--- config.mk ---
export PLATFORM = sky130hd
export DESIGN_NAME = div5_stream_tx_flat
export DESIGN_NICKNAME = d
export VERILOG_FILES = /design/src/rtl/div5_pkg.sv /design/src/rtl/div5_stream_tx_if.sv /design/src/rtl/div5_residue.sv /design/src/rtl/div5_stream_tx.sv /design/src/flat_wrapper.sv
export SDC_FILE = /design/constraint.sdc
export NUM_CORES = 1
export LEC_CHECK = 0
export ABC_AREA = 1
export CORE_MARGIN = 8
export CORE_UTILIZATION = 48
export DETAILED_ROUTE_END_ITERATION = 7
export GPL_TIMING_DRIVEN = 0
export PLACE_DENSITY_LB_ADDON = 0.2
export SLEW_MARGIN = 10
export SYNTH_ARGS = -nofsm -noshare
export SYNTH_HDL_FRONTEND = slang
export SYNTH_SLANG_ARGS = --single-unit
--- constraint.sdc ---
create_clock -name clk -period 1.9 [get_ports clk]
set_clock_uncertainty 0.2 [all_clocks]
set_input_delay 0.38 -clock clk [delete_from_list [all_inputs] [get_ports clk]]
set_output_delay 0.38 -clock clk [all_outputs]
set_load 0.05 [all_outputs]
--- src/rtl/div5_pkg.sv ---
// Residue encoding and transition function for bit-serial divide-by-5 tracking.
// Shared by the stream transmitter and the serial checker.
package div5_pkg;

  typedef logic [2:0] residue_t;

  localparam residue_t R0 = 3'b000;
  localparam residue_t R1 = 3'b001;
  localparam residue_t R2 = 3'b010;
  localparam residue_t R3 = 3'b011;
  localparam residue_t R4 = 3'b100;

  // r' = (2r + b) mod 5; unused codes fall back to R0.
  function automatic residue_t next_residue(residue_t r, logic b);
    residue_t res;
    case (r)
      R0:      res = b ? R1 : R0;
      R1:      res = b ? R3 : R2;
      R2:      res = b ? R0 : R4;
      R3:      res = b ? R2 : R1;
      R4:      res = b ? R4 : R3;
      default: res = R0;
    endcase
    return res;
  endfunction

endpackage

--- src/rtl/div5_stream_tx_if.sv ---
// Load handshake and serial output bundle of the divide-by-5 stream transmitter.
interface div5_stream_tx_if #(
  parameter int unsigned WIDTH = 8
);
  logic             load_valid;
  logic [WIDTH-1:0] load_data;
  logic             load_ready;
  logic             ser_out;
  logic             ser_valid;
  logic             ser_last;
  logic             exp_div5;
  logic             busy;

  // Producer / observer side.
  modport master (
    output load_valid, load_data,
    input  load_ready, ser_out, ser_valid, ser_last, exp_div5, busy
  );

  // Transmitter side.
  modport slave (
    input  load_valid, load_data,
    output load_ready, ser_out, ser_valid, ser_last, exp_div5, busy
  );
endinterface

--- src/rtl/div5_residue.sv ---
// Registered running residue (prefix mod 5) of a bit stream; clr restarts from R0.
module div5_residue
  import div5_pkg::*;
(
  input  logic     clk,
  input  logic     rst,
  input  logic     clr,
  input  logic     en,
  input  logic     bit_val,
  output residue_t residue,
  output logic     zero
);

  residue_t residue_q;

  always_ff @(posedge clk) begin
    if (rst) begin
      residue_q <= R0;
    end else if (clr) begin
      // Clear and first-bit update may coincide on word acceptance.
      residue_q <= en ? next_residue(R0, bit_val) : R0;
    end else if (en) begin
      residue_q <= next_residue(residue_q, bit_val);
    end
  end

  assign residue = residue_q;
  assign zero    = (residue_q == R0);

endmodule

--- src/rtl/div5_stream_tx.sv ---
// MSB-first serial transmitter with a valid/ready load port and a per-bit
// "prefix divisible by 5" reference flag.
module div5_stream_tx
  import div5_pkg::*;
#(
  parameter int unsigned WIDTH = 8
) (
  input logic             clk,
  input logic             rst,
  div5_stream_tx_if.slave bus
);

  localparam int unsigned CntW = (WIDTH > 1) ? $clog2(WIDTH) : 1;

  localparam logic [0:0] StIdle  = 1'b0;
  localparam logic [0:0] StShift = 1'b1;

  logic [0:0]       state_q, state_d;
  logic [WIDTH-1:0] shift_q, shift_d;
  logic [CntW-1:0]  cnt_q, cnt_d;

  logic [WIDTH-1:0] nxt_shift;
  logic             shifting;
  logic             last_bit;
  logic             accept;
  logic             res_en;
  logic             res_bit;
  residue_t         residue;
  logic             res_zero;

  assign shifting  = (state_q == StShift);
  assign last_bit  = shifting && (cnt_q == '0);
  assign nxt_shift = shift_q << 1;

  assign bus.load_ready = !shifting || last_bit;
  assign accept         = bus.load_valid && bus.load_ready;

  always_comb begin
    state_d = state_q;
    shift_d = shift_q;
    cnt_d   = cnt_q;
    if (accept) begin
      state_d = StShift;
      shift_d = bus.load_data;
      cnt_d   = CntW'(WIDTH - 1);
    end else if (last_bit) begin
      state_d = StIdle;
    end else if (shifting) begin
      shift_d = nxt_shift;
      cnt_d   = cnt_q - 1'b1;
    end
  end

  always_ff @(posedge clk) begin
    if (rst) begin
      state_q <= StIdle;
      shift_q <= '0;
      cnt_q   <= '0;
    end else begin
      state_q <= state_d;
      shift_q <= shift_d;
      cnt_q   <= cnt_d;
    end
  end

  // The residue register runs one step ahead so it already covers the bit
  // being presented: it absorbs the MSB on acceptance and each next bit on a shift.
  assign res_en  = accept || (shifting && !last_bit);
  assign res_bit = accept ? bus.load_data[WIDTH-1] : nxt_shift[WIDTH-1];

  div5_residue u_residue (
    .clk     (clk),
    .rst     (rst),
    .clr     (accept),
    .en      (res_en),
    .bit_val (res_bit),
    .residue (residue),
    .zero    (res_zero)
  );

  assign bus.ser_out   = shifting && shift_q[WIDTH-1];
  assign bus.ser_valid = shifting;
  assign bus.ser_last  = last_bit;
  assign bus.exp_div5  = shifting && res_zero;
  assign bus.busy      = shifting;

endmodule

--- src/flat_wrapper.sv ---
// flat-port wrapper written by rule: the top's interface ports become plain ports
module div5_stream_tx_flat import div5_pkg::*;
#(
  parameter int unsigned WIDTH = 8
)
  (clk, rst, bus_load_valid, bus_load_data, bus_load_ready, bus_ser_out, bus_ser_valid, bus_ser_last, bus_exp_div5, bus_busy);
  div5_stream_tx_if #(.WIDTH(WIDTH)) bus_i ();
  input logic clk;
  input logic rst;
  input wire logic [$bits(bus_i.load_valid)-1:0] bus_load_valid;
  input wire logic [$bits(bus_i.load_data)-1:0] bus_load_data;
  output wire logic [$bits(bus_i.load_ready)-1:0] bus_load_ready;
  output wire logic [$bits(bus_i.ser_out)-1:0] bus_ser_out;
  output wire logic [$bits(bus_i.ser_valid)-1:0] bus_ser_valid;
  output wire logic [$bits(bus_i.ser_last)-1:0] bus_ser_last;
  output wire logic [$bits(bus_i.exp_div5)-1:0] bus_exp_div5;
  output wire logic [$bits(bus_i.busy)-1:0] bus_busy;
  assign bus_i.load_valid = bus_load_valid;
  assign bus_i.load_data = bus_load_data;
  assign bus_load_ready = bus_i.load_ready;
  assign bus_ser_out = bus_i.ser_out;
  assign bus_ser_valid = bus_i.ser_valid;
  assign bus_ser_last = bus_i.ser_last;
  assign bus_exp_div5 = bus_i.exp_div5;
  assign bus_busy = bus_i.busy;
  div5_stream_tx #(.WIDTH(WIDTH)) u_core (.clk(clk), .rst(rst), .bus(bus_i));
endmodule
Word level (Yosys, flattened, before mapping)
Cells that the tools add are included.
{ "word_totals": {"elab_cells": 43, "out_inout_bits": 6, "reg_bits": 15, "inputBits": 11} }
{ "op_classes": {"n_reduce_logical": 15, "n_addsub": 1, "n_mux": 18, "n_eq_ne": 5} }
{ "op_table": {"columns": ["cell", "n"], "rows": [
  ["$mux 3", 8],
  ["$mux 8", 3],
  ["$pmux 3 s5", 1],
  ["$eq 3x2->1 const B", 2],
  ["$logic_not 3->1", 2],
  ["$reduce_bool 2->1", 3],
  ["$logic_and 1x1->1", 5],
  ["$mux 1", 5],
  ["$eq 3x1->1 const B", 1],
  ["$eq 3x3->1 const B", 1],
  ["$sub 3x1->3 const B", 1],
  ["$logic_not 1->1", 2],
  ["$logic_or 1x1->1", 2],
  ["$mux 2", 1],
  ["$ne 2x2->1 const B", 1],
  ["$reduce_and 2->1", 1]
]} }

Logic depth before layout (Yosys ltp)
Gate-level depths: netlist of run 1.
{ "logic_depth": {"depth_word": 9, "depth_mapped": 12, "depth_no_buf": 12} }

Modules after synthesis
From an unflattened synthesis of run 1, not the netlist that was laid out.
{ "hier_totals": {"cells_unflattened": 127, "area_unflattened_um2": 852.1} }
{ "by_module_without_submodules": {"columns": ["module", "area_per_inst_um2", "instances", "seq_area_each_um2", "cells_each"], "rows": [
  ["div5_stream_tx", 654.4, 1, 240.2, 94],
  ["div5_residue", 197.7, 1, 60.1, 33]
]} }

Least setup slack after synthesis of run 1
No wires, ideal clock.
{ "synth_path": {"path_type": "reg2out", "start": "register u_core.state_q (netlist: u_core.bus.busy)", "end": "output bus_exp_div5", "slack_ps": -596, "path_buffers": 0, "stages_incl_launch_ff": 3, "arrival_ps": 1916, "path_cell_list": "dfxtp_1 > inv_1 > nor3_1"} }
{ "synth_via": {"elab_chain_len": 1} }
{ "synth_rtl": {"columns": ["item", "line_no", "rtl"], "rows": [
  ["start, declared", "div5_stream_tx.sv:18", "logic [0:0] state_q, state_d;"],
  ["start signal, assigned", "div5_stream_tx.sv:56", "state_q <= StIdle;"],
  ["start signal, assigned", "div5_stream_tx.sv:60", "state_q <= state_d;"],
  ["$logic_and 1x1->1", "div5_stream_tx.sv:84", "assign bus.exp_div5 = shifting && res_zero;"],
  ["end, declared", "flat_wrapper.sv:16", "output wire logic [$bits(bus_i.exp_div5)-1:0] bus_exp_div5;"]
]} }
No other way between the ends.

Final worst setup path of run 1
{ "layout_path": {"start": "register u_core.cnt_q[1]", "end": "output bus_load_ready"} }
{ "layout_via": {"elab_chain_len": 3} }
{ "layout_rtl": {"columns": ["item", "line_no", "rtl"], "rows": [
  ["start, declared", "div5_stream_tx.sv:20", "logic [CntW-1:0] cnt_q, cnt_d;"],
  ["start signal, assigned", "div5_stream_tx.sv:62", "cnt_q <= cnt_d;"],
  ["$logic_not 3->1", "div5_stream_tx.sv:32", "assign last_bit = shifting && (cnt_q == '0);"],
  ["$logic_and 1x1->1", "div5_stream_tx.sv:32", null],
  ["$logic_or 1x1->1", "div5_stream_tx.sv:35", "assign bus.load_ready = !shifting || last_bit;"],
  ["end, declared", "flat_wrapper.sv:12", "output wire logic [$bits(bus_i.load_ready)-1:0] bus_load_ready;"]
]} }
No other way between the ends.

==> results of run 1 <==
-- timing repair --
item / CTS / global route
resized for setup: 25 / 19
endpoints found under the setup margin: 6 / 11
buffers inserted: 0 / 7
pin swaps: 0 / 5
-- stage by stage --
step / cells / cell area, um^2 / total power (W)
6_report: 153 / 1140 / 0.000821
4_1_cts: 146 / 1020 / 0.000766
3_3_place_gp: 142 / 996 / 0.000583
2_1_floorplan: 110 / 816 / 0.000519
3_5_place_dp: 142 / 996 / 0.000588
5_1_grt: 153 / 1140 / 0.000865
-- final cells by class --
class | count | area (um^2) | share of cell area (%)
timing repair buffer | 23 | 221 | 19.4
sequential | 15 | 307 | 26.9
clock buffer | 3 | 22.5 | 1.98
inverter | 23 | 92.6 | 8.12
multi-input combinational | 70 | 453 | 39.7
clock inverter | 1 | 5.00 | 0.439
buffer | 2 | 18.8 | 1.65
tap | 16 | 20.0 | 1.76
-- registers in the layout (all words and copies together) (netlist names) --
| signal | flops |
|---|---|
| u_core.shift_q | 8 |
| u_core.u_residue.residue | 3 |
| u_core.bus.busy | 1 |
| u_core.cnt_q | 3 |
-- routing by layer --
metal  GRT usage [%]  vias up  part of all wire [%]
met3            3.60        2                   4.5
met4            5.03        0                   1.4
li1                -      405                     -
met5               0        -                     0
met1            13.7      353                    44
met2            13.3       16                    50
-- critical path: cells and delay by family (launching register included) --
| kind | cells | cell delay [ps] |
|---|---|---|
| adder cells (fa/ha/maj) | 2 | 300 |
| AND/OR/NAND/NOR | 1 | 90 |
| flip-flops | 1 | 340 |
| buffers and inverters | 3 | 280 |
-- kinds of logic after synthesis --
| kind of cell | share of synthesized area [%] |
|---|---|
| AOI/OAI and AO/OA | 17.6 |
| and+or+nand+nor | 28.5 |
| DFF | 37.4 |
| adders and majority gates | 3.11 |
| buffers and inverters | 13.4 |
-- power breakdown --
group          internal [W]  total, W  switching (W)
clock             0.0000780  0.000178      0.0000999
combinational      0.000126  0.000284       0.000158
sequential         0.000341  0.000359      0.0000175
-- cell usage in the layout (no fill, tap or decap), drive strengths merged, types with 2 or more instances in the layout --
master	instances
a21oi	7
a221oi	2
buf	12
clkbuf	5
clkdlybuf4s50	10
dfxtp	15
ha	2
inv	22
nand2	34
nand3	4
nand3b	2
nor2	5
o211ai	2
o21ai	5
o221ai	3
-- worst min-delay path by stage --
stage | cells after the start | end | slack, ps
finish | 2 | u_core.shift_q[0] | 270
global route | 2 | u_core.shift_q[0] | 290
CTS | 2 | u_core.shift_q[0] | 270
detailed placement | 2 | u_core.shift_q[0] | 260
global placement | 2 | u_core.shift_q[0] | 250
floorplan | 2 | u_core.shift_q[0] | 230
==> results.ini, run 1 <==
[run_status]
status=finished, final reports clean

[yosys]
ys_warn_count=0
async_reset_ff_share_pct=0
synthFlopType=dfxtp_1
synth.distinct_cells=26
synth_area_um2=803
synth_edf_count=0
postSynthCellCount=110
synth-seq-area-share_pct=37.4
synth_nets=123
synth_top_area_share_pct=37.4
syn_avg_cell_area_um2=7.30
yosysTopAreaCell=dfxtp_1
synth.area.top_cells=dfxtp_1, nand2_1, inv_1
ys_ff_latch=15
synth_common_cells=nand2_1, inv_1, dfxtp_1
synth.most_common_cell=nand2_1

[clocking]
clk_pin_slew_ps=90
cts_made_buffers=3
cts_hold_buf=0
cts_tree=yes
clk_path_buf_depth=2
root_buffer=clkbuf_4
cts.htree.levels=1
clkLatencyLatePin_ps=270
cts_sinks=15

[worst_setup_path]
critPathLaunch=u_core.cnt_q[1]
slowest_stage=dfxtp_2
r2r-end=u_core.shift_q[3]
r2r_setup_slack_ps=60
crit_path_max_incr_delay_ps=340
crit_arrival_ps=1290
required_ps=1320
crit_path_end=bus_load_ready
r2r_cells=12
worstSetupEndpointType=output pin
crit_fanout=7
path_class=reg2out
cp-start-kind=flop
timing.critical_path.cells=inv_2 > ha_4 > ha_4 > inv_2 > nand2_4 > buf_8
r2r_start=u_core.cnt_q[1]

[global_routing]
grt_max_degree=11
grt_use_total_pct=10.0
grt_antenna_before_repair=0
grt_pass1_wl_um=2740
gr-total-overflow=0
first_global_vias=649

[finish]
fin_util_pct=73.9
n_fill_cell=118
num_antenna_cells=0
nets=151
area_growth_pct=41.9
drive_gt1_share_pct=31.4

[sta]
fin_ws_ps=34.7
setup_tns_ps=0
timing.hold.ws_ps=273
period_share_pct=98.2
period_minus_slack_ps=1870
max_slew_margin_pct=67.7
max_freq_mhz=536
finalMaxSlewViolations=0
finalHoldViolCount=0
setup_viol_count_final=0
worst_pin_slew_ps=486

[placement]
place_congestion=0.896
dpl.hpwl_um=1260
placement.io_buffers=16
place_ws_ps=-405

[detailed_routing]
drc_errors=0
routed_wl_um=1930
drt-initial-drc-count=26
drtPass1Iterations=4
via_per_inst=5.07
wl_per_cell_um=12.6
antenna_left=0
via_count=776

[floorplan]
dieHeight_um=56.9
row_count=14
start_util_pct=52.1
die_w_um=56.9
pin_count=17
core_mm2=0.00154
dieArea_mm2=0.00324

[job]
cap_violations=0

[min_path]
hold_start=u_core.shift_q[0]
hp-class=reg2reg

[power_and_ir_drop]
power_density_mw_per_mm2=720
vdd_drop_max_mv=0.503
p_leak_nw=0.545

(Power assumes the default switching activity.)
==> run 2: changes to the inputs <==
CELL_PAD_IN_SITES_DETAIL_PLACEMENT = 0   (was default)
CELL_PAD_IN_SITES_GLOBAL_PLACEMENT = 1   (was default)
CORE_UTILIZATION = 34   (was 48)
==> results.ini, run 2 (synthesis gave the netlist of run 1 again) <==
[run_status]
status=finished, final reports clean

[detailed_routing]
drtPass1Iterations=3
wl_per_cell_um=11.4
drt-initial-drc-count=20
routed_wl_um=1890
drc_errors=0
antenna_left=0
via_count=756
via_per_inst=4.55

[placement]
place_inst=154
dpl-instance-area_mm2=0.00101
dpl.hpwl_um=1350
place_congestion=0.860
placement.io_buffers=16
place_ws_ps=-410

[global_routing]
grt_antenna_before_repair=0
grt_use_total_pct=9.28
first_global_vias=754
grt_pass1_wl_um=3170
grt_max_degree=11
gr-total-overflow=0

[clocking]
cts_made_buffers=3
cts_sinks=15
clk_pin_slew_ps=90
cts_tree=yes
clkLatencyLatePin_ps=290
clk_path_buf_depth=2
cts.htree.levels=1
root_buffer=clkbuf_4

[finish]
largest_register_ffs=8
multi_input_area_um2=440
instances_no_fill=166
fin_util_pct=51.7
n_fill_cell=232
nets=152
layout_commonest_cell=nand2_1
largest_register=u_core.shift_q
num_antenna_cells=0
area_growth_pct=43.8
design_area_mm2=0.00115
drive_gt1_share_pct=30.4
seq_area_um2=309
most-common-layout-cells=nand2_1, inv_1, clkdlybuf4s50_1, dfxtp_1, buf_4

[power_and_ir_drop]
p_leak_nw=0.550
power_density_mw_per_mm2=707
vdd_drop_max_mv=0.435

[sta]
setup_viol_count_final=0
worst_pin_slew_ps=493
fin_ws_ps=43.6
max_slew_margin_pct=67.3
max_freq_mhz=539
period_share_pct=97.7
period_minus_slack_ps=1860
grt_setup_unrepaired=yes
finalHoldViolCount=0
finalMaxSlewViolations=0

[worst_setup_path]
crit_fanout=6
critPathLaunch=u_core.cnt_q[1]
r2r_cells=11
r2r-end=u_core.shift_q[3]
slowest_stage=dfxtp_2
crit_arrival_ps=1280
timing.critical_path.cells=inv_2 > ha_4 > ha_4 > inv_2 > nand2_4 > buf_8
path_class=reg2out
r2r_start=u_core.cnt_q[1]
crit_path_end=bus_load_ready
required_ps=1320
cp-start-kind=flop
r2r_setup_slack_ps=120
crit_path_max_incr_delay_ps=330
worstSetupEndpointType=output pin

[floorplan]
pin_count=17
dieArea_mm2=0.00417
die_w_um=64.6
core_mm2=0.00223
row_count=17
dieHeight_um=64.6
start_util_pct=36.0

[job]
cap_violations=0

[min_path]
hp-class=reg2reg

==> run 2: worst min path at each step <==
stage	from	cells past startpoint	slack, ps	endpoint
2_1_floorplan	u_core.shift_q[0]	2	230	u_core.shift_q[0]
6_report	u_core.shift_q[0]	2	270	u_core.shift_q[0]
5_1_grt	u_core.shift_q[0]	2	300	u_core.shift_q[0]
3_3_place_gp	u_core.shift_q[0]	2	250	u_core.shift_q[0]
3_5_place_dp	u_core.shift_q[0]	2	250	u_core.shift_q[0]
4_1_cts	u_core.shift_q[0]	2	270	u_core.shift_q[0]
==> run 2: power breakdown <==
group	internal [W]	switching (W)	total, W
logic	0.000124	0.000150	0.000274
clock network	0.0000783	0.000107	0.000185
registers	0.000341	0.0000177	0.000358
total	0.000543	0.000274	0.000817
==> run 2: per-layer routing <==
layer | wire, um | GRT usage, % | up-vias
met5 | 0 | 0 | -
met4 | 23 | 3.27 | 0
met3 | 94 | 4.47 | 4
met2 | 800 | 14.4 | 14
met1 | 968 | 10.9 | 331
li1 | - | - | 407
==> run 2: layout make-up <==
| type | count | area share, % |
|---|---|---|
| buffer | 2 | 1.63 |
| clock buffer | 3 | 1.95 |
| clock inverter | 1 | 0.433 |
| inverter | 23 | 7.91 |
| multi-input combinational | 70 | 38.1 |
| sequential | 15 | 26.8 |
| tap | 28 | 3.03 |
| timing repair buffer | 24 | 20.2 |
==> run 2: metrics by stage <==
step | hold WS (ps) | setup TNS, ps | power [W]
final | 266 | 0 | 0.000817
after global routing | 302 | -32.8 | 0.000880
after CTS | 270 | -151 | 0.000783
after detailed placement | 255 | -937 | 0.000590
after global placement | 248 | -950 | 0.000588
after floorplan | 233 | 0 | 0.000519
==> run 2: what timing repair did <==
| action | in CTS | in global routing |
|---|---|---|
| gates resized for setup | 29 | 17 |
| endpoints found under the setup margin | 6 | 10 |
| pin swaps | 0 | 3 |
| gates cloned | 0 | 1 |
| buffers inserted | 0 | 7 |
| hold buffers | 0 | 0 |
==> run 2: critical path: cells and delay by family, from the launching register on <==
| family | cells | cell delay (ps) |
|---|---|---|
| buf+inv | 3 | 270 |
| simple gates | 1 | 80 |
| flops | 1 | 330 |
| fa+ha+maj | 2 | 300 |
